==> config.mk <==
export PLATFORM = sky130hd
export DESIGN_NAME = i2c_byte_master
export DESIGN_NICKNAME = d
export VERILOG_FILES = /design/src/rtl/i2c_byte_master.sv
export SDC_FILE = /design/constraint.sdc
export NUM_CORES = 1
export LEC_CHECK = 0
export ABC_AREA = 0
export CORE_MARGIN = 5
export CORE_UTILIZATION = 55
export CTS_CLUSTER_DIAMETER = 60
export DETAILED_ROUTE_END_ITERATION = 12
export GPL_ROUTABILITY_DRIVEN = 0
export HOLD_SLACK_MARGIN = 0.1
export MAX_ROUTING_LAYER = met4
export PLACE_DENSITY = 0.8
export SYNTH_ARGS = -nofsm -noshare
export SYNTH_HDL_FRONTEND = slang
export SYNTH_SLANG_ARGS = --single-unit
==> constraint.sdc <==
create_clock -name clk -period 4.34 [get_ports clk]
set_input_delay 0.868 -clock clk [delete_from_list [all_inputs] [get_ports clk]]
set_output_delay 0.868 -clock clk [all_outputs]
set_load 0.02 [all_outputs]
==> src/rtl/i2c_byte_master.sv <==
// i2c_byte_master -- byte-level I2C master engine.
//
// Executes START / WRITE / READ / STOP commands and drives the open-drain
// SCL/SDA pads (1 = release, 0 = pull low). Every bus symbol is four
// quarters q0..q3, each lasting CLK_DIV system clocks.
//
// Parameters
//   CLK_DIV    clk cycles per SCL quarter period (>= 2)
// Ports
//   clk, rst               system clock, synchronous active-high reset
//   cmd_valid/cmd_ready    command handshake (ready only while idle)
//   cmd                    0=START 1=WRITE 2=READ 3=STOP
//   cmd_data, cmd_nack     WRITE byte / READ 9th-bit level
//   rsp_valid              one-cycle pulse when a WRITE/READ completes
//   rsp_data, rsp_ack_n    READ byte / WRITE acknowledge sample
//   busy                   ~cmd_ready
//   scl_out, sda_out       registered pad drives
//   sda_in, scl_in         pad readback
// Build option
//   I2C_CLOCK_STRETCH_EN   honour slave clock stretching in q1 of BIT/STOP
module i2c_byte_master #(
  parameter int CLK_DIV = 64
) (
  input  logic       clk,
  input  logic       rst,
  input  logic       cmd_valid,
  output logic       cmd_ready,
  input  logic [1:0] cmd,
  input  logic [7:0] cmd_data,
  input  logic       cmd_nack,
  output logic       rsp_valid,
  output logic [7:0] rsp_data,
  output logic       rsp_ack_n,
  output logic       busy,
  output logic       scl_out,
  output logic       sda_out,
  input  logic       sda_in,
  input  logic       scl_in
);

  localparam int CW = $clog2(CLK_DIV);
  localparam logic [CW-1:0] LOAD = CW'(CLK_DIV - 1);

  typedef enum logic [1:0] {S_IDLE, S_START, S_BIT, S_STOP} state_t;

  state_t        state, state_d;
  logic [1:0]    qtr, qtr_d;
  logic [CW-1:0] cnt, cnt_d;
  logic [3:0]    bit_cnt, bit_d;
  logic [7:0]    byte_q, byte_d;
  logic          rd_q, rd_d;
  logic          nack_q, nack_d;
  logic [7:0]    sh;
  logic          scl_d, sda_d;
  logic [2:0]    bidx;
  logic          hold;
  logic          sample;

`ifdef I2C_CLOCK_STRETCH_EN
  // A slave holding SCL low freezes the prescaler while SCL is released.
  assign hold = ((state == S_BIT) || (state == S_STOP)) && (qtr == 2'd1) && !scl_in;
`else
  logic unused_scl_in;
  assign unused_scl_in = scl_in;
  assign hold = 1'b0;
`endif

  assign cmd_ready = (state == S_IDLE);
  assign busy      = ~cmd_ready;
  // Last clock of q3 of the 9th bit; q3 is never stretched.
  assign rsp_valid = (state == S_BIT) && (qtr == 2'd3) && (bit_cnt == 4'd0) && (cnt == '0);
  // Last clock of q2, where the slave's SDA level is settled.
  assign sample    = (state == S_BIT) && (qtr == 2'd2) && (cnt == '0);

  always_comb begin
    state_d = state;
    qtr_d   = qtr;
    cnt_d   = cnt;
    bit_d   = bit_cnt;
    byte_d  = byte_q;
    rd_d    = rd_q;
    nack_d  = nack_q;
    unique case (state)
      S_IDLE: begin
        if (cmd_valid) begin
          cnt_d  = LOAD;
          qtr_d  = 2'd0;
          bit_d  = 4'd8;
          byte_d = cmd_data;
          rd_d   = (cmd == 2'd2);
          nack_d = cmd_nack;
          unique case (cmd)
            2'd0:    state_d = S_START;
            2'd3:    state_d = S_STOP;
            default: state_d = S_BIT;
          endcase
        end
      end
      default: begin
        if (!hold) begin
          if (cnt != '0) begin
            cnt_d = cnt - 1'b1;
          end else begin
            cnt_d = LOAD;
            qtr_d = qtr + 2'd1;
            if (qtr == 2'd3) begin
              if ((state == S_BIT) && (bit_cnt != 4'd0)) bit_d = bit_cnt - 4'd1;
              else                                       state_d = S_IDLE;
            end
          end
        end
      end
    endcase
  end

  // Pad levels are derived from the next state so the registered outputs line
  // up exactly with the quarter they belong to. Idle holds the bus as left,
  // which keeps SCL low between bytes and makes a following START a repeat.
  always_comb begin
    scl_d = scl_out;
    sda_d = sda_out;
    bidx  = 3'(bit_d - 4'd1);
    unique case (state_d)
      S_START: begin
        scl_d = (qtr_d != 2'd3);
        sda_d = (qtr_d < 2'd2);
      end
      S_BIT: begin
        scl_d = (qtr_d == 2'd1) || (qtr_d == 2'd2);
        if (bit_d == 4'd0) sda_d = rd_d ? nack_d : 1'b1;
        else               sda_d = rd_d ? 1'b1   : byte_d[bidx];
      end
      S_STOP: begin
        scl_d = (qtr_d != 2'd0);
        sda_d = (qtr_d >= 2'd2);
      end
      default: ;
    endcase
  end

  always_ff @(posedge clk) begin
    if (rst) begin
      state     <= S_IDLE;
      qtr       <= 2'd0;
      cnt       <= '0;
      bit_cnt   <= 4'd0;
      byte_q    <= 8'h00;
      rd_q      <= 1'b0;
      nack_q    <= 1'b0;
      sh        <= 8'h00;
      rsp_data  <= 8'h00;
      rsp_ack_n <= 1'b1;
      scl_out   <= 1'b1;
      sda_out   <= 1'b1;
    end else begin
      state   <= state_d;
      qtr     <= qtr_d;
      cnt     <= cnt_d;
      bit_cnt <= bit_d;
      byte_q  <= byte_d;
      rd_q    <= rd_d;
      nack_q  <= nack_d;
      scl_out <= scl_d;
      sda_out <= sda_d;
      if (sample) begin
        if (bit_cnt != 4'd0) sh <= {sh[6:0], sda_in};
        // Publish the read byte at its last data bit so it is stable by rsp_valid.
        if ((bit_cnt == 4'd1) && rd_q) rsp_data <= {sh[6:0], sda_in};
        if ((bit_cnt == 4'd0) && !rd_q) rsp_ack_n <= sda_in;
      end
    end
  end

endmodule
==> run metrics <==
status finished, final reports clean; Clock power frac 30.3%; total power 0.8643 mW; Inserted Diodes 0; routed wire length per instance 13.90 microns; Area Growth Syn to Fin 18.24%; vias in the first global route 1,748; Post-CTS Hold Buffers 0; Worst Hold Class flip-flop to flip-flop; CTS Buf Count 5; max-cap viol count 0; vias per inst 5.599; worst-case clock skew 0.008961 ns; fin crit share 82.74%; gr usage total 19.01%; hold path endpoint nack_q; global-route wire length before repair 7.928 mm; CTS Sinks 42; Post-synth ARST share 0%; fillers 343; initial antenna violation count 0; post-DP HPWL 3.350 mm; static leakage 1.093 nW; reg2reg end sda_out; postcts setup bufs 0; CP max stage delay 0.53 ns; Post-synth EDFFs 0; Commonest cells post-synth nor2_1 (43), dfxtp_1 (42), nand2_1 (24); # H-tree levels 2; Top FF cell, synth dfxtp_1; hold path start nack_q; Startpoint Class flip-flop; Critical Path Start bit_cnt[0]; post-synthesis area per instance 8.788 sq um; largest net degree at the start of global routing 43; clock latency on the worst-skew pair 0.30 ns; cell with the most instances after synthesis nor2_1; synth warn 0; setup tns final 0 ns; Post-Syn Nets 285; Post-Syn Area 2250 sq um; Comb power frac 19.8%; critical path cell sequence inv_1 -> ha_1 -> or3b_2 -> a31oi_1 -> a21oi_1 -> ha_1 -> mux4_2 -> a21oi_1 -> a32oi_1 -> nor3_1 -> o211a_1 -> o41ai_2; Pins Over Slew Limit 0; Post-CTS Resized 0; Worst slew margin 52.38%; Crit path required time 4.52 ns; Routed Wire Length 4.614 mm; worst-case clock buffer depth 2; Routed Antenna Nets 0; R2R setup slack 0.75 ns; top cell type's share of synthesized area 37.37%; Die Width 73.96 microns; Multi-input gate area 1308 sq um; R2R cell count 12; DRC Markers 0; Root Driver clkbuf_8; FP Rows 23; NetSw 0.2599 mW; Flop pwr share 49.9%; Hold Path Cell Cnt 2; Die H 73.96 microns; CTS tree built; internal power 0.6044 mW; worst r2r src bit_cnt[0]; Fin. Hold Viols 0; Max Freq 278.5 MHz; Yosys top cell by area dfxtp_1; flops & latches, synth 42; port buffer count 28; Vias 1,859; setup violators final 0; Unique masters post-synth 46; switching share of power 30.07%; Post-Syn Instances 256; Slew @ Worst Pin 0.7117 ns; fin crit period 3.591 ns; Slowest-stage cell, CP or3b_2; die footprint 5469 sq um; VDD IR-drop max 0.1821 mV; sequential-to-total area share from yosys stat 37.37%; Initial Util 56.65%; critical path arrival 3.77 ns; Clk pin slew, worst setup/hold paths 0.09 ns; total core area 3971 sq um; CP max FO 10; FF/Latch Area 840.8 sq um; # IOs 30; fin nets 310; 1st-iter DRT viols 211; Synth area leaders dfxtp_1 (37%), mux2i_1 (9.3%), ha_1 (7.2%); Critical Path End Type flip-flop; Initial DRT Pass Iterations 4; critical path class flip-flop to flip-flop; pwr/cell area 324.9 nW/um^2; share of cells above drive strength 1 9.220%; RSZ-0062 raised after global routing no; gr ovfl total 0
-- final cells by class --
cell class | count | area share [%]
Clock buffer | 5 | 2.587
Clock inverter | 3 | 0.9407
Inverter | 14 | 1.976
Multi-Input combinational cell | 187 | 49.15
Sequential cell | 42 | 31.61
Tap cell | 50 | 2.352
Timing Repair Buffer | 31 | 11.38
-- worst max-delay path by stage --
stage	end	slack (ns)	cells past startpoint
detailed placement	sda_out	0.45	10
global placement	sda_out	0.51	10
global route	sda_out	0.60	12
finish	sda_out	0.75	12
CTS	sda_out	0.79	10
floorplan	sda_out	0.88	12
-- registers in the layout (all words and copies together) (netlist names) --
register and cells:
sh 7, nack_q 1, rsp_data 8, state 2
bit_cnt 4, byte_q 8, rd_q 1, qtr 2
cnt 6, scl_out 1, rsp_ack_n 1, sda_out 1
-- power groups by stage --
stage | registers (mW) | clock network [mW] | logic (mW)
detailed placement | 0.440 | 0 | 0.171
finish | 0.431 | 0.262 | 0.171
global placement | 0.439 | 0 | 0.168
CTS | 0.431 | 0.271 | 0.172
global route | 0.435 | 0.289 | 0.191
floorplan | 0.438 | 0 | 0.118
-- kinds of logic after synthesis --
kind of cell    Yosys count  synth area share [%]
simple gates            105                 24.25
compound gates           42                 12.40
flops                    42                 37.38
buf+inv                  27                 4.505
mux                      26                 13.85
fa+ha+maj                13                 7.230
xor+xnor                  1                0.3894
-- layer usage --
layer	share of wire, %	track usage [%]
met5	0	-
met3	4.8	3.784
met4	2.0	7.646
met1	44	23.15
met2	49	30.81
-- layout by cell type, fill, tap and decap left out, types with 2 or more instances in the layout --
cell type and n:
a211oi_1 4, a21oi_1 16, a311oi_1 2, a31oi_1 4, buf_4 3, clkbuf_8 5
clkdlybuf4s50_1 28, dfxtp_1 42, ha_1 13, inv_1 14, mux2i_1 21, mux4_2 4
nand2_1 24, nand2b_1 2, nand3_1 2, nor2_1 43, nor2b_1 2, nor3_1 7
nor3b_1 5, o211a_1 2, o21ai_0 5, o31ai_1 2, or2_2 2, or3_1 3
or3b_2 2
-- worst max-delay path: cells and delay by family (launching register included) --
| kind | cells | cell delay [ns] |
|---|---|---|
| fa+ha+maj | 2 | 0.72 |
| simple gates | 2 | 0.77 |
| buf+inv | 1 | 0.12 |
| flops | 1 | 0.42 |
| compound gates | 6 | 1.07 |
| mux | 1 | 0.37 |
-- stage by stage --
stage | util (%) | cells | hold WS (ns) | setup WS (ns) | instance area, sq um
after floorplan | - | 256 | 0.4331 | 0.8754 | 2250
after global placement | 64.62 | 324 | 0.4405 | 0.5119 | 2566
after detailed placement | 64.62 | 324 | 0.4538 | 0.4533 | 2566
after CTS | 66.98 | 332 | 0.4653 | 0.7852 | 2660
after global routing | 66.98 | 332 | 0.4965 | 0.6007 | 2660
final | 66.98 | 332 | 0.4617 | 0.7490 | 2660
Note: power is estimated with default switching activity, not from simulation.
==> patch: new RTL, same settings <==
Reset style: asynchronous (`rst`), changed in one clocked block. Comments in the files are not updated.
--- a/src/rtl/i2c_byte_master.sv
+++ b/src/rtl/i2c_byte_master.sv
@@ -138,7 +138,7 @@
     endcase
   end
 
-  always_ff @(posedge clk) begin
+  always_ff @(posedge clk or posedge rst) begin
     if (rst) begin
       state     <= S_IDLE;
       qtr       <= 2'd0;
Formal check against the unedited RTL: differs if rst is asserted again (counterexample within 4 cycles, from zero or initial values and one cycle with rst high); with rst held inactive, the same outputs for 10 cycles.
==> patch against the original RTL <==
  * Sequential share of layout area up 7.7 points
  * Setup slack better by 0.34 ns
  * Sequential cell count unchanged
  * Area after synthesis up 0.95%
  * Design area up 0.99%
  * Routed wire length down 9.6%
  * Critical path type is now in2reg
Power is not compared: it rests on default switching activity, and its combinational part moved more than twofold at a synthesized area within 25%.
==> patch: results (changes against the original RTL) <==
status: finished, final reports clean
Worst Skew: 0.0112 ns (+0.00226 ns)
Iter 0 DRT Violations: 68 (-68%)
Clock transition at path regs: 0.09 ns (about the same)
drt first pass iters: 4 (unchanged)
initial antenna violation count: 0 (unchanged)
Synth async-reset ratio: 1.00 (+1.00)
Top Registers: byte_q (8), rsp_data (8), sh (7)
worst r2r src: bit_cnt[0]
Yosys warning total: 0 (unchanged)
share of layout cells above drive strength 1: 0.165 (+0.0731)
worst hold path class: reg2reg
ant diodes: 0 (unchanged)
cts repair resizes: 0 (unchanged)
EDFF count, synth: 0 (unchanged)
Peak VDD IR: 0.000326 V
CP max stage delay: 0.55 ns (+0.02 ns)
Leak: 1.28 nW
nets@finish: 264 (-15%)
ranking of synthesized cells by area: dfrtp_1 43%, ha_1 7.2%, mux2_2 6.4%
Post-Route WL: 4170 um (-9.6%)
cell family with most CP delay: simple AND/OR/NAND/NOR gates
critical path arrival: 3.46 ns (-0.31 ns)
CP Launch Point: cmd_valid
crit end category: flop
# setup viols final: 0 (unchanged)
DP HPWL: 3210 um (-4.2%)
R2R setup slack: 1.31 ns (+0.56 ns)
reg2reg end: sda_out
R2R cell count: 9 (-3)
first-pass GRT wire length: 7150 um (-9.8%)
worst-skew pair later-pin latency: 0.30 ns (about the same)
slowest CP cell: clkdlybuf4s50_1
Seq/Total Area, Yosys: 0.464 (+0.0907)
htree depth: 2 (unchanged)
total number of vias: 1590 (-14%)
Setup WS pre-CTS: 0.790 ns (+0.337 ns)
synth unique cells: 45 (-2.2%)
root buf cell: clkbuf_8
post-CTS setup buffers: 0 (unchanged)
Clock Tree Buf Depth: 2 (unchanged)
TritonCTS buffer count: 5 (unchanged)
top cells by count, synth: 39 x dfrtp_1, 20 x inv_1, 13 x ha_1, 13 x mux2_2, 13 x nand2_1
Crit Path Max Fanout: 7 (-3)
GRT Total Usage: 0.174 (-0.0156)
fin crit share: 0.748 (-0.0792)
slew margin rel.: 0.484 (-0.0400)
PortBufs: 28 (unchanged)
Net Count, Synth: 233 (-18%)
pin count of the biggest net entering global routing: 23 (-47%)
==> patch: where the power goes <==
group / leakage [nW] / internal, W / switching (W) / total [W]
combinational: 0.712 / 0.000207 / 0.000235 / 0.000443
sequential: 0.522 / 0.000498 / 0.0000985 / 0.000597
clock: 0.0441 / 0.000113 / 0.000142 / 0.000255
total: 1.28 / 0.000819 / 0.000476 / 0.00129
==> patch: how the worst min path moves through the flow <==
| stage | from | end | slack (ns) | depth (start not counted) |
|---|---|---|---|---|
| CTS | byte_q[7] | byte_q[7] | 0.50 | 2 |
| finish | byte_q[7] | byte_q[7] | 0.50 | 2 |
| global route | rsp_data[0] | rsp_data[0] | 0.52 | 1 |
| detailed placement | byte_q[7] | byte_q[7] | 0.49 | 2 |
| floorplan | byte_q[3] | byte_q[3] | 0.45 | 2 |
| global placement | byte_q[7] | byte_q[7] | 0.47 | 2 |
==> patch: cell type report <==
| class | instances | area [um^2] |
|---|---|---|
| clock buffer | 5 | 68.8 |
| inverter | 20 | 75.1 |
| multi-input combinational | 136 | 1110 |
| tap | 50 | 62.6 |
| clock inverter | 3 | 21.3 |
| timing repair buffer | 30 | 295 |
| sequential | 42 | 1050 |
| fill | 347 | 1310 |
==> patch: per-stage QoR <==
step           instance area [um^2]  std cells  total power, W
2_1_floorplan                  2270        204        0.000923
3_3_place_gp                   2600        278         0.00103
3_5_place_dp                   2600        278         0.00105
4_1_cts                        2690        286         0.00130
5_1_grt                        2690        286         0.00140
6_report                       2690        286         0.00129
==> patch: worst reg2reg max path, stage by stage (launching register included) <==
cell	delay, ns
dfrtp_1	0.48
inv_1	0.09
ha_1	0.17
or3b_2	0.52
nand4_4	0.17
mux2_4	0.36
ha_1	0.33
a2111oi_0	0.41
nor4b_1	0.11
o32ai_1	0.30
==> patch: per-layer routing <==
layer  global-route usage  wire (um)  up-vias
li1                     -          -      796
met1                0.219       1900      754
met2                0.279       2020       34
met3               0.0486        214        6
met4               0.0474         41        0
met5                    -          0        -
==> patch: kinds of logic after synthesis <==
group | Yosys count | share of synthesized area
AOI/OAI and AO/OA | 33 | 0.0992
adders and majority gates | 13 | 0.0716
muxes | 30 | 0.159
DFF | 42 | 0.464
buffers and inverters | 26 | 0.0474
and+or+nand+nor | 59 | 0.154
xor gates and xnor gates | 1 | 0.00386
